==> config.mk <==
export PLATFORM = sky130hd
export DESIGN_NAME = uart_tx_core_flat
export DESIGN_NICKNAME = d
export VERILOG_FILES = /design/src/rtl/uart_pkg.sv /design/src/rtl/uart_tx_core_if.sv /design/src/rtl/uart_baud_cnt.sv /design/src/rtl/uart_tx_core.sv /design/src/flat_wrapper.sv
export SDC_FILE = /design/constraint.sdc
export NUM_CORES = 1
export LEC_CHECK = 0
export CAP_MARGIN = 40
export CORE_UTILIZATION = 30
export DETAILED_ROUTE_END_ITERATION = 10
export DONT_BUFFER_PORTS = 1
export PLACE_DENSITY = 0.49
export REMOVE_ABC_BUFFERS = 1
export SLEW_MARGIN = 25
export SYNTH_ARGS = -nofsm -noshare
export SYNTH_HDL_FRONTEND = slang
export SYNTH_HIERARCHICAL = 1
export SYNTH_SLANG_ARGS = --single-unit
==> constraint.sdc <==
create_clock -name clk -period 2.79 [get_ports clk]
set_input_delay 0.279 -clock clk [delete_from_list [all_inputs] [get_ports clk]]
set_output_delay 0.279 -clock clk [all_outputs]
set_load 0.02 [all_outputs]
==> src/rtl/uart_pkg.sv <==
// Shared UART definitions: state encoding, default constants and parity helper.
// Used by both the transmit core and the receive deserialiser.
package uart_pkg;

  localparam int UART_DEF_DATA_WIDTH = 8;
  localparam int UART_DEF_BAUD_DIV   = 868;
  localparam int UART_MAX_DATA_WIDTH = 8;

  typedef enum logic [2:0] {
    ST_IDLE   = 3'd0,
    ST_START  = 3'd1,
    ST_DATA   = 3'd2,
    ST_PARITY = 3'd3,
    ST_STOP   = 3'd4
  } uart_state_t;

  // Even parity over the (zero-extended) data word, flipped for odd sense.
  function automatic logic uart_parity(input logic [UART_MAX_DATA_WIDTH-1:0] data,
                                       input logic odd);
    return (^data) ^ odd;
  endfunction

endpackage

==> src/rtl/uart_tx_core_if.sv <==
// Byte handshake between the transmit buffer (master) and the UART TX core (slave).
interface uart_tx_core_if
  import uart_pkg::*;
#(
  parameter int DATA_WIDTH = UART_DEF_DATA_WIDTH
);

  logic [DATA_WIDTH-1:0] data_i;
  logic                  valid_in;
  logic                  ready_in;

  modport master (output data_i, output valid_in, input ready_in);
  modport slave  (input data_i, input valid_in, output ready_in);

endinterface

==> src/rtl/uart_baud_cnt.sv <==
// Bit-period counter: counts 0..BAUD_DIV-1 and pulses bit_end on the last cycle.
// Held at zero while clear is high so the first bit after clear is a full period.
module uart_baud_cnt #(
  parameter int BAUD_DIV = 868
) (
  input  logic clk,
  input  logic rstn,
  input  logic clear,
  output logic bit_end
);

  localparam int CW = $clog2(BAUD_DIV);
  localparam logic [CW-1:0] LAST = CW'(BAUD_DIV - 1);

  logic [CW-1:0] cnt_reg;
  logic [CW-1:0] cnt_next;

  assign bit_end = ~clear & (cnt_reg == LAST);

  always_comb begin
    cnt_next = cnt_reg + CW'(1);
    if (clear || bit_end) begin
      cnt_next = '0;
    end
  end

  always_ff @(posedge clk or negedge rstn) begin
    if (!rstn) begin
      cnt_reg <= '0;
    end else begin
      cnt_reg <= cnt_next;
    end
  end

endmodule

==> src/rtl/uart_tx_core.sv <==
// UART transmit engine: start bit, LSB-first data, optional parity, stop bits.
// Parity bit is compiled in only when UART_TX_PARITY_EN is defined.
module uart_tx_core
  import uart_pkg::*;
#(
  parameter int DATA_WIDTH = UART_DEF_DATA_WIDTH,
  parameter int BAUD_DIV   = UART_DEF_BAUD_DIV,
  parameter int STOP_BITS  = 1,
  parameter int PARITY_ODD = 0
) (
  input  logic              clk,
  input  logic              rstn,
  uart_tx_core_if.slave     tx_if,
  output logic              tx_o,
  output logic              busy_o
);

  localparam int BW = $clog2(DATA_WIDTH + 1);
  localparam logic [BW-1:0] LAST_DATA = BW'(DATA_WIDTH - 1);
  localparam logic [BW-1:0] LAST_STOP = BW'(STOP_BITS - 1);

  if (DATA_WIDTH < 5 || DATA_WIDTH > UART_MAX_DATA_WIDTH || BAUD_DIV < 2 ||
      (STOP_BITS != 1 && STOP_BITS != 2) || (PARITY_ODD != 0 && PARITY_ODD != 1))
  begin : g_bad_cfg
    $error("uart_tx_core: unsupported parameter set");
  end

  uart_state_t           state_reg, state_next;
  logic [DATA_WIDTH-1:0] shift_reg, shift_next;
  logic [BW-1:0]         bit_cnt_reg, bit_cnt_next;
  logic                  tx_reg, tx_next;
  logic                  bit_end;
  logic                  accept;
`ifdef UART_TX_PARITY_EN
  logic                  parity_reg, parity_next;
`endif

  assign tx_if.ready_in = (state_reg == ST_IDLE);
  assign busy_o         = (state_reg != ST_IDLE);
  assign accept         = tx_if.valid_in & tx_if.ready_in;
  assign tx_o           = tx_reg;

  uart_baud_cnt #(
    .BAUD_DIV (BAUD_DIV)
  ) u_baud (
    .clk     (clk),
    .rstn    (rstn),
    .clear   (state_reg == ST_IDLE),
    .bit_end (bit_end)
  );

  always_comb begin
    state_next   = state_reg;
    shift_next   = shift_reg;
    bit_cnt_next = bit_cnt_reg;
`ifdef UART_TX_PARITY_EN
    parity_next  = parity_reg;
`endif
    case (state_reg)
      ST_IDLE: begin
        if (accept) begin
          state_next   = ST_START;
          shift_next   = tx_if.data_i;
          bit_cnt_next = '0;
`ifdef UART_TX_PARITY_EN
          parity_next  = uart_parity(UART_MAX_DATA_WIDTH'(tx_if.data_i), 1'(PARITY_ODD));
`endif
        end
      end
      ST_START: begin
        if (bit_end) begin
          state_next   = ST_DATA;
          bit_cnt_next = '0;
        end
      end
      ST_DATA: begin
        if (bit_end) begin
          shift_next = shift_reg >> 1;
          if (bit_cnt_reg == LAST_DATA) begin
            bit_cnt_next = '0;
`ifdef UART_TX_PARITY_EN
            state_next   = ST_PARITY;
`else
            state_next   = ST_STOP;
`endif
          end else begin
            bit_cnt_next = bit_cnt_reg + BW'(1);
          end
        end
      end
`ifdef UART_TX_PARITY_EN
      ST_PARITY: begin
        if (bit_end) begin
          state_next   = ST_STOP;
          bit_cnt_next = '0;
        end
      end
`endif
      ST_STOP: begin
        // bit_cnt is reused to count stop bits
        if (bit_end) begin
          if (bit_cnt_reg == LAST_STOP) begin
            state_next   = ST_IDLE;
            bit_cnt_next = '0;
          end else begin
            bit_cnt_next = bit_cnt_reg + BW'(1);
          end
        end
      end
      default: begin
        state_next   = ST_IDLE;
        bit_cnt_next = '0;
      end
    endcase
  end

  // Line value is registered from the upcoming state so it is valid from its first cycle.
  always_comb begin
    tx_next = 1'b1;
    case (state_next)
      ST_START:  tx_next = 1'b0;
      ST_DATA:   tx_next = shift_next[0];
`ifdef UART_TX_PARITY_EN
      ST_PARITY: tx_next = parity_next;
`endif
      default:   tx_next = 1'b1;
    endcase
  end

  always_ff @(posedge clk or negedge rstn) begin
    if (!rstn) begin
      state_reg   <= ST_IDLE;
      shift_reg   <= '0;
      bit_cnt_reg <= '0;
      tx_reg      <= 1'b1;
`ifdef UART_TX_PARITY_EN
      parity_reg  <= 1'b0;
`endif
    end else begin
      state_reg   <= state_next;
      shift_reg   <= shift_next;
      bit_cnt_reg <= bit_cnt_next;
      tx_reg      <= tx_next;
`ifdef UART_TX_PARITY_EN
      parity_reg  <= parity_next;
`endif
    end
  end

endmodule

==> src/flat_wrapper.sv <==
// flat-port wrapper written by rule: the top's interface ports become plain ports
module uart_tx_core_flat import uart_pkg::*;
#(
  parameter int DATA_WIDTH = UART_DEF_DATA_WIDTH,
  parameter int BAUD_DIV   = UART_DEF_BAUD_DIV,
  parameter int STOP_BITS  = 1,
  parameter int PARITY_ODD = 0
)
  (clk, rstn, tx_o, busy_o, tx_if_data_i, tx_if_valid_in, tx_if_ready_in);
  uart_tx_core_if #(.DATA_WIDTH(DATA_WIDTH)) tx_if_i ();
  input  logic clk;
  input  logic rstn;
  output logic tx_o;
  output logic busy_o;
  input wire logic [$bits(tx_if_i.data_i)-1:0] tx_if_data_i;
  input wire logic [$bits(tx_if_i.valid_in)-1:0] tx_if_valid_in;
  output wire logic [$bits(tx_if_i.ready_in)-1:0] tx_if_ready_in;
  assign tx_if_i.data_i = tx_if_data_i;
  assign tx_if_i.valid_in = tx_if_valid_in;
  assign tx_if_ready_in = tx_if_i.ready_in;
  uart_tx_core #(.DATA_WIDTH(DATA_WIDTH), .BAUD_DIV(BAUD_DIV), .STOP_BITS(STOP_BITS), .PARITY_ODD(PARITY_ODD)) u_core (.clk(clk), .rstn(rstn), .tx_if(tx_if_i), .tx_o(tx_o), .busy_o(busy_o));
endmodule
======== Word level (Yosys, flattened, before mapping) ========
Cells that the tools add are included.
cells by class
  reduce and logical (&&, ||, !) cells .... 7
  bitwise logic cells ..................... 3
  eq/ne operators ......................... 11
  mux-type cells .......................... 19
  add/sub/neg operators ................... 2
operators by type and width
  cell                   number
  $mux 4                 6
  $mux 3                 6
  $mux 8                 2
  $pmux 4 s4             1
  $pmux 8 s2             1
  $pmux 3 s4             1
  $add 10x1->10 const B  1
  $eq 10x10->1 const B   1
  $mux 10                1
  $ne 2x2->1 const B     4
  $eq 3x1->1 const B     2
  $eq 3x2->1 const B     2
  $add 4x1->4 const B    1
  $eq 4x3->1 const B     1
  $logic_not 4->1        1
  $reduce_and 4->1       1
  $eq 3x3->1 const B     1
  $logic_not 3->1        1
  $reduce_and 3->1       1
  $reduce_bool 3->1      1
  $and 1x1->1            2
  $pmux 1 s2             1
  $reduce_bool 2->1      1
  $logic_or 1x1->1       1
  $not 1->1              1
storage, ports and cells
  flip-flop bits (word level) ............. 26
  output and inout bits ................... 3
  word-level logic and storage cells ...... 48

======== Longest topological paths before layout ========
  depth in word-level cells ............... 7
  mapped depth ............................ 9
  mapped depth without buffers ............ 8

======== Modules after synthesis ========
Netlist, hierarchy kept.
by module, submodules not included
  module         cells an instance  area an instance (um^2)  instances
  uart_tx_core   87                 887.1                    1
  uart_baud_cnt  53                 534.3                    1

======== Worst setup path after synthesis ========
OpenSTA, ideal clock, no wires.
  path type ............................... flip-flop to flip-flop
  start ................................... reg u_core.state_reg[2]
  end ..................................... reg u_core.tx_reg, in the netlist u_core/tx_o
  stages on the path, launching flop included .. 10
  arrival ................................. 2277 ps
  clock period less this slack ............ 2350 ps
  path slack .............................. 440 ps
  path buffers ............................ 2
  library setup time ...................... 73 ps
  path through ............................ dfrtp_1 -> buf_6 -> or3_2 -> inv_1 -> nor2_1 -> and4bb_2 -> buf_2 -> nor2_2 -> a21oi_1 -> a21oi_1
on the way
  word-level cells in the longest chain between the ends .. 7
  elaborated cells between the ends (all ways) .. 20
  classes of those cells .................. eq/ne (5); mux (11); bitwise (3); reduce/logical (1)
ends and longest elaborated chain
  element                                          line                                                         source
  start: declaration                               uart_tx_core.sv:28                                           uart_state_t state_reg, state_next;
  start signal: assignment                         uart_tx_core.sv:140                                          state_reg <= state_next;
  $logic_not 3->1 *                                uart_tx_core.sv:38                                           assign tx_if.ready_in = (state_reg == ST_IDLE);
  named net tx_if_ready_in                         flat_wrapper.sv:17                                           output wire logic [$bits(tx_if_i.ready_in)-1:0] tx_if_ready_in;
  $not 1->1 *                                      uart_baud_cnt.sv:18                                          assign bit_end = ~clear & (cnt_reg == LAST);
  $and 1x1->1 *                                    uart_baud_cnt.sv:18
  named net u_core.bit_end                         uart_tx_core.sv:32                                           logic bit_end;
  $mux 3, on equally long branches                 uart_tx_core.sv:101, uart_tx_core.sv:71, uart_tx_core.sv:77
  $pmux 3 s4                                       uart_tx_core.sv:59                                           case (state_reg)
  $eq 3x2->1 / $eq 3x1->1 (equally long branches)  uart_tx_core.sv:120                                          case (state_next)
  $pmux 1 s2 *                                     uart_tx_core.sv:120
  named net u_core.tx_next                         uart_tx_core.sv:31                                           logic tx_reg, tx_next;
  end signal: assignment                           uart_tx_core.sv:143                                          tx_reg <= tx_next;
  end: declaration                                 uart_tx_core.sv:31
Mark *: on every way through the listed nets, which the timed path passes. The rest lies on a longest branch. The select of a mux whose other input is x is not followed.
A chain may end at the register's enable or synchronous reset.

======== Final worst setup path ========
  start ................................... reg u_core.state_reg[2]
  end ..................................... reg u_core.tx_reg, in the netlist u_core/tx_o
on the way
  word-level cells in the longest chain between the ends .. 7
  elaborated cells between the ends (all ways) .. 20
  classes of those cells .................. eq/ne (5); mux (11); bitwise (3); reduce/logical (1)
ends and longest elaborated chain
  element                                          line                                                         source
  $logic_not 3->1 *                                uart_tx_core.sv:48                                           .clear (state_reg == ST_IDLE),
  $not 1->1 *                                      uart_baud_cnt.sv:18
  $and 1x1->1 *                                    uart_baud_cnt.sv:18
  named net u_core.bit_end                         uart_tx_core.sv:32
  $mux 3, on equally long branches                 uart_tx_core.sv:101, uart_tx_core.sv:71, uart_tx_core.sv:77
  $pmux 3 s4                                       uart_tx_core.sv:59
  $eq 3x2->1 / $eq 3x1->1 (equally long branches)  uart_tx_core.sv:120
  $pmux 1 s2 *                                     uart_tx_core.sv:120
  named net u_core.tx_next                         uart_tx_core.sv:31
Marked as above.

==> impl_metrics.ini <==
[synthesis]
synthTopCellsByArea = dfrtp_1, nand2_1, a22oi_1
ys_seq_area_frac = 0.459
yosys_warnings = 6
synth-async-reset-ratio = 1.00
yosys.area.top_type_share = 0.440
synth_edf_count = 0
yosysMostFrequentCell = dfrtp_1
synth_cell_types = 47
syn_avg_cell_area_sq_um = 10.2
yosysTopAreaCell = dfrtp_1
synth.ff_latch_count = 26
syn_area_sq_um = 1420
syn_inst = 140
synth_common_cells = dfrtp_1, nand2_1, nor2_1, inv_1
synth_flop_cell = dfrtp_1

[timing]
fmax_mhz = 420
final_max_slew_viol_count = 0
rsz0062_at_grt = no
period_minus_slack_ns = 2.38
finalHoldViolations = 0
tightest_slew_ns = 0.567
fin_skew_ns = 0.00384
setup_viol = 0
slew_headroom = 0.620
finalCritPeriodShare = 0.853
fin_setup_tns_ns = 0

[floorplan]
die_x_um = 70.8
die_y_um = 70.8
die-area_sq_um = 5020
core-area_sq_um = 4440
initial_core_util = 0.320
io_pins = 14
rows = 24

[finish]
fin_nets = 158
drive_gt1_frac = 0.147
antenna_cells = 0
nFillCells = 451
largest_register_ffs = 10
layout.cells.non_filler = 195
area_growth_pct = 9.68

[drt]
firstDrtPassIters = 4
routed_wl_mm = 2.70
drc_errors = 0
vias = 1030
ant_nets = 0
drtIter0Drc = 30
via_per_inst = 5.28
wl_per_cell_um = 13.8

[power]
leakage_nw = 0.662
power_frac_seq = 0.530
p_int_w = 0.000705
swShare = 0.292
combPwrFrac = 0.157
ir_drop_v = 0.000297
clockPowerShare = 0.313
p_sw_w = 0.000291
powerDensity_nw_per_um2 = 639

[cts]
clock-sinks = 26
cts_max_level = 1
cts_tree = done
clockRootBuffer = clkbuf_8
clock_path_buffers = 2
clk_latency_ns = 0.27
cts_buffers = 3
post_cts_resized = 0
clk_pin_slew_ns = 0.09

[place]
port-buffer-count = 0
dp.cells = 189
gp_congestion = 0.750
hpwl_mm = 1.94

[run_status]
status = finished clean

[setup_path]
cp_max_fo = 9
rr_startpoint = u_core/state_reg[2]$_DFF_PN0_
cp-end-kind = flop
startpoint_type = flop
crit_type = flop to flop
worstPathArrival_ns = 2.58
startpoint = u_core/state_reg[2]$_DFF_PN0_
critPathRequiredTime_ns = 2.99

[grt]
antenna_found_initial = 0
grt_max_degree = 27
grt_overflow = 0
grt_pass1_vias = 983
track_usage = 0.114
grt_pass1_wl_mm = 4.60

[flow_run]
maxCapViolCount = 0

[hold_path]
hold_path_class = primary input to flop
hold_start = tx_if_data_i[6]
==> power groups by stage <==
stage | sequential, W | clock (W) | combinational (W)
5_1_grt | 0.000538 | 0.000344 | 0.000181
3_3_place_gp | 0.000532 | 0 | 0.000144
6_report | 0.000528 | 0.000312 | 0.000157
2_1_floorplan | 0.000516 | 0 | 0.000123
3_5_place_dp | 0.000536 | 0 | 0.000146
4_1_cts | 0.000528 | 0.000327 | 0.000160
==> layout by cell type (no fill, tap or decap), types with 2 or more instances in the layout <==
cell,netlist,final
o32a_1,2,2
inv_1,9,9
nand4_1,3,3
ha_1,3,3
buf_4,0,2
xor2_1,2,2
or3_1,4,4
nor2_1,11,11
nand2_1,16,16
and2_1,3,3
o21ai_0,4,4
a21oi_1,6,6
a22o_1,3,3
dfrtp_1,25,25
xnor2_1,2,2
clkbuf_8,0,3
o31ai_1,3,3
or2_1,2,2
nand3_1,4,4
a22oi_1,6,6
==> worst paths after layout <==
check                                                     to  slack, ns  depth (start not counted)
max in group asynchronous              u_core/tx_o$_DFF_PN1_       2.13                          2
hold reg to reg                u_core/shift_reg[0]$_DFF_PN0_       0.47                          2
setup reg to reg                       u_core/tx_o$_DFF_PN1_       0.41                          7
setup / recovery                       u_core/tx_o$_DFF_PN1_       0.41                          7
hold / removal               u_core/shift_reg[6]$_DFFE_PN0P_       0.14                          2
min in group asynchronous  u_core/bit_cnt_reg[1]$_DFFE_PN0P_       0.44                          2
==> kinds of logic (layout without fill, tap and decap cells) <==
| kind of cell | Yosys count | count (layout) | synth area share |
|---|---|---|---|
| buffers and inverters | 14 | 17 | 0.0546 |
| and+or+nand+nor | 59 | 59 | 0.254 |
| muxes | 2 | 2 | 0.0150 |
| AOI/OAI and AO/OA | 32 | 32 | 0.167 |
| xor gates and xnor gates | 4 | 4 | 0.0247 |
| adders and majority gates | 3 | 3 | 0.0264 |
| DFF | 26 | 26 | 0.459 |
==> critical path, cell delays in order (launching register included) <==
cell,delay [ns]
dfrtp_1,0.51
or3_2,0.62
inv_1,0.11
nor2_1,0.10
and4bb_2,0.33
nor2_2,0.32
a21oi_1,0.14
a21oi_1,0.18
==> layer usage <==
metal	part of all wire	up-vias	GRT usage
met5	0	-	0
met3	0.029	2	0.0214
met2	0.47	14	0.187
met1	0.50	500	0.155
li1	-	514	-
met4	0.0063	0	0.0333
==> through the flow <==
| stage | setup WS [ns] | util | area, sq um | power (W) | hold WS (ns) |
|---|---|---|---|---|---|
| 4_1_cts | 0.407 | 0.351 | 1560 | 0.00101 | 0.127 |
| 6_report | 0.410 | 0.351 | 1560 | 0.000997 | 0.139 |
| 3_3_place_gp | 0.448 | 0.328 | 1460 | 0.000676 | -0.0153 |
| 2_1_floorplan | 0.458 | - | 1380 | 0.000640 | -0.0166 |
| 5_1_grt | 0.250 | 0.351 | 1560 | 0.00106 | 0.125 |
| 3_5_place_dp | 0.436 | 0.328 | 1460 | 0.000681 | -0.0152 |
==> final cells by class <==
class | count | area (sq um) | share of cell area
multi-input combinational | 100 | 692 | 0.444
timing repair buffer | 4 | 45.0 | 0.0289
sequential | 26 | 652 | 0.418
inverter | 9 | 33.8 | 0.0217
clock inverter | 1 | 30.0 | 0.0193
tap | 52 | 65.1 | 0.0417
clock buffer | 3 | 41.3 | 0.0265
==> timing repair <==
action / in CTS / in global routing
hold buffers: 2 / 0
buffers inserted: 0 / 0
endpoints found under the hold margin: 26 / 0
(Power assumes the default switching activity.)
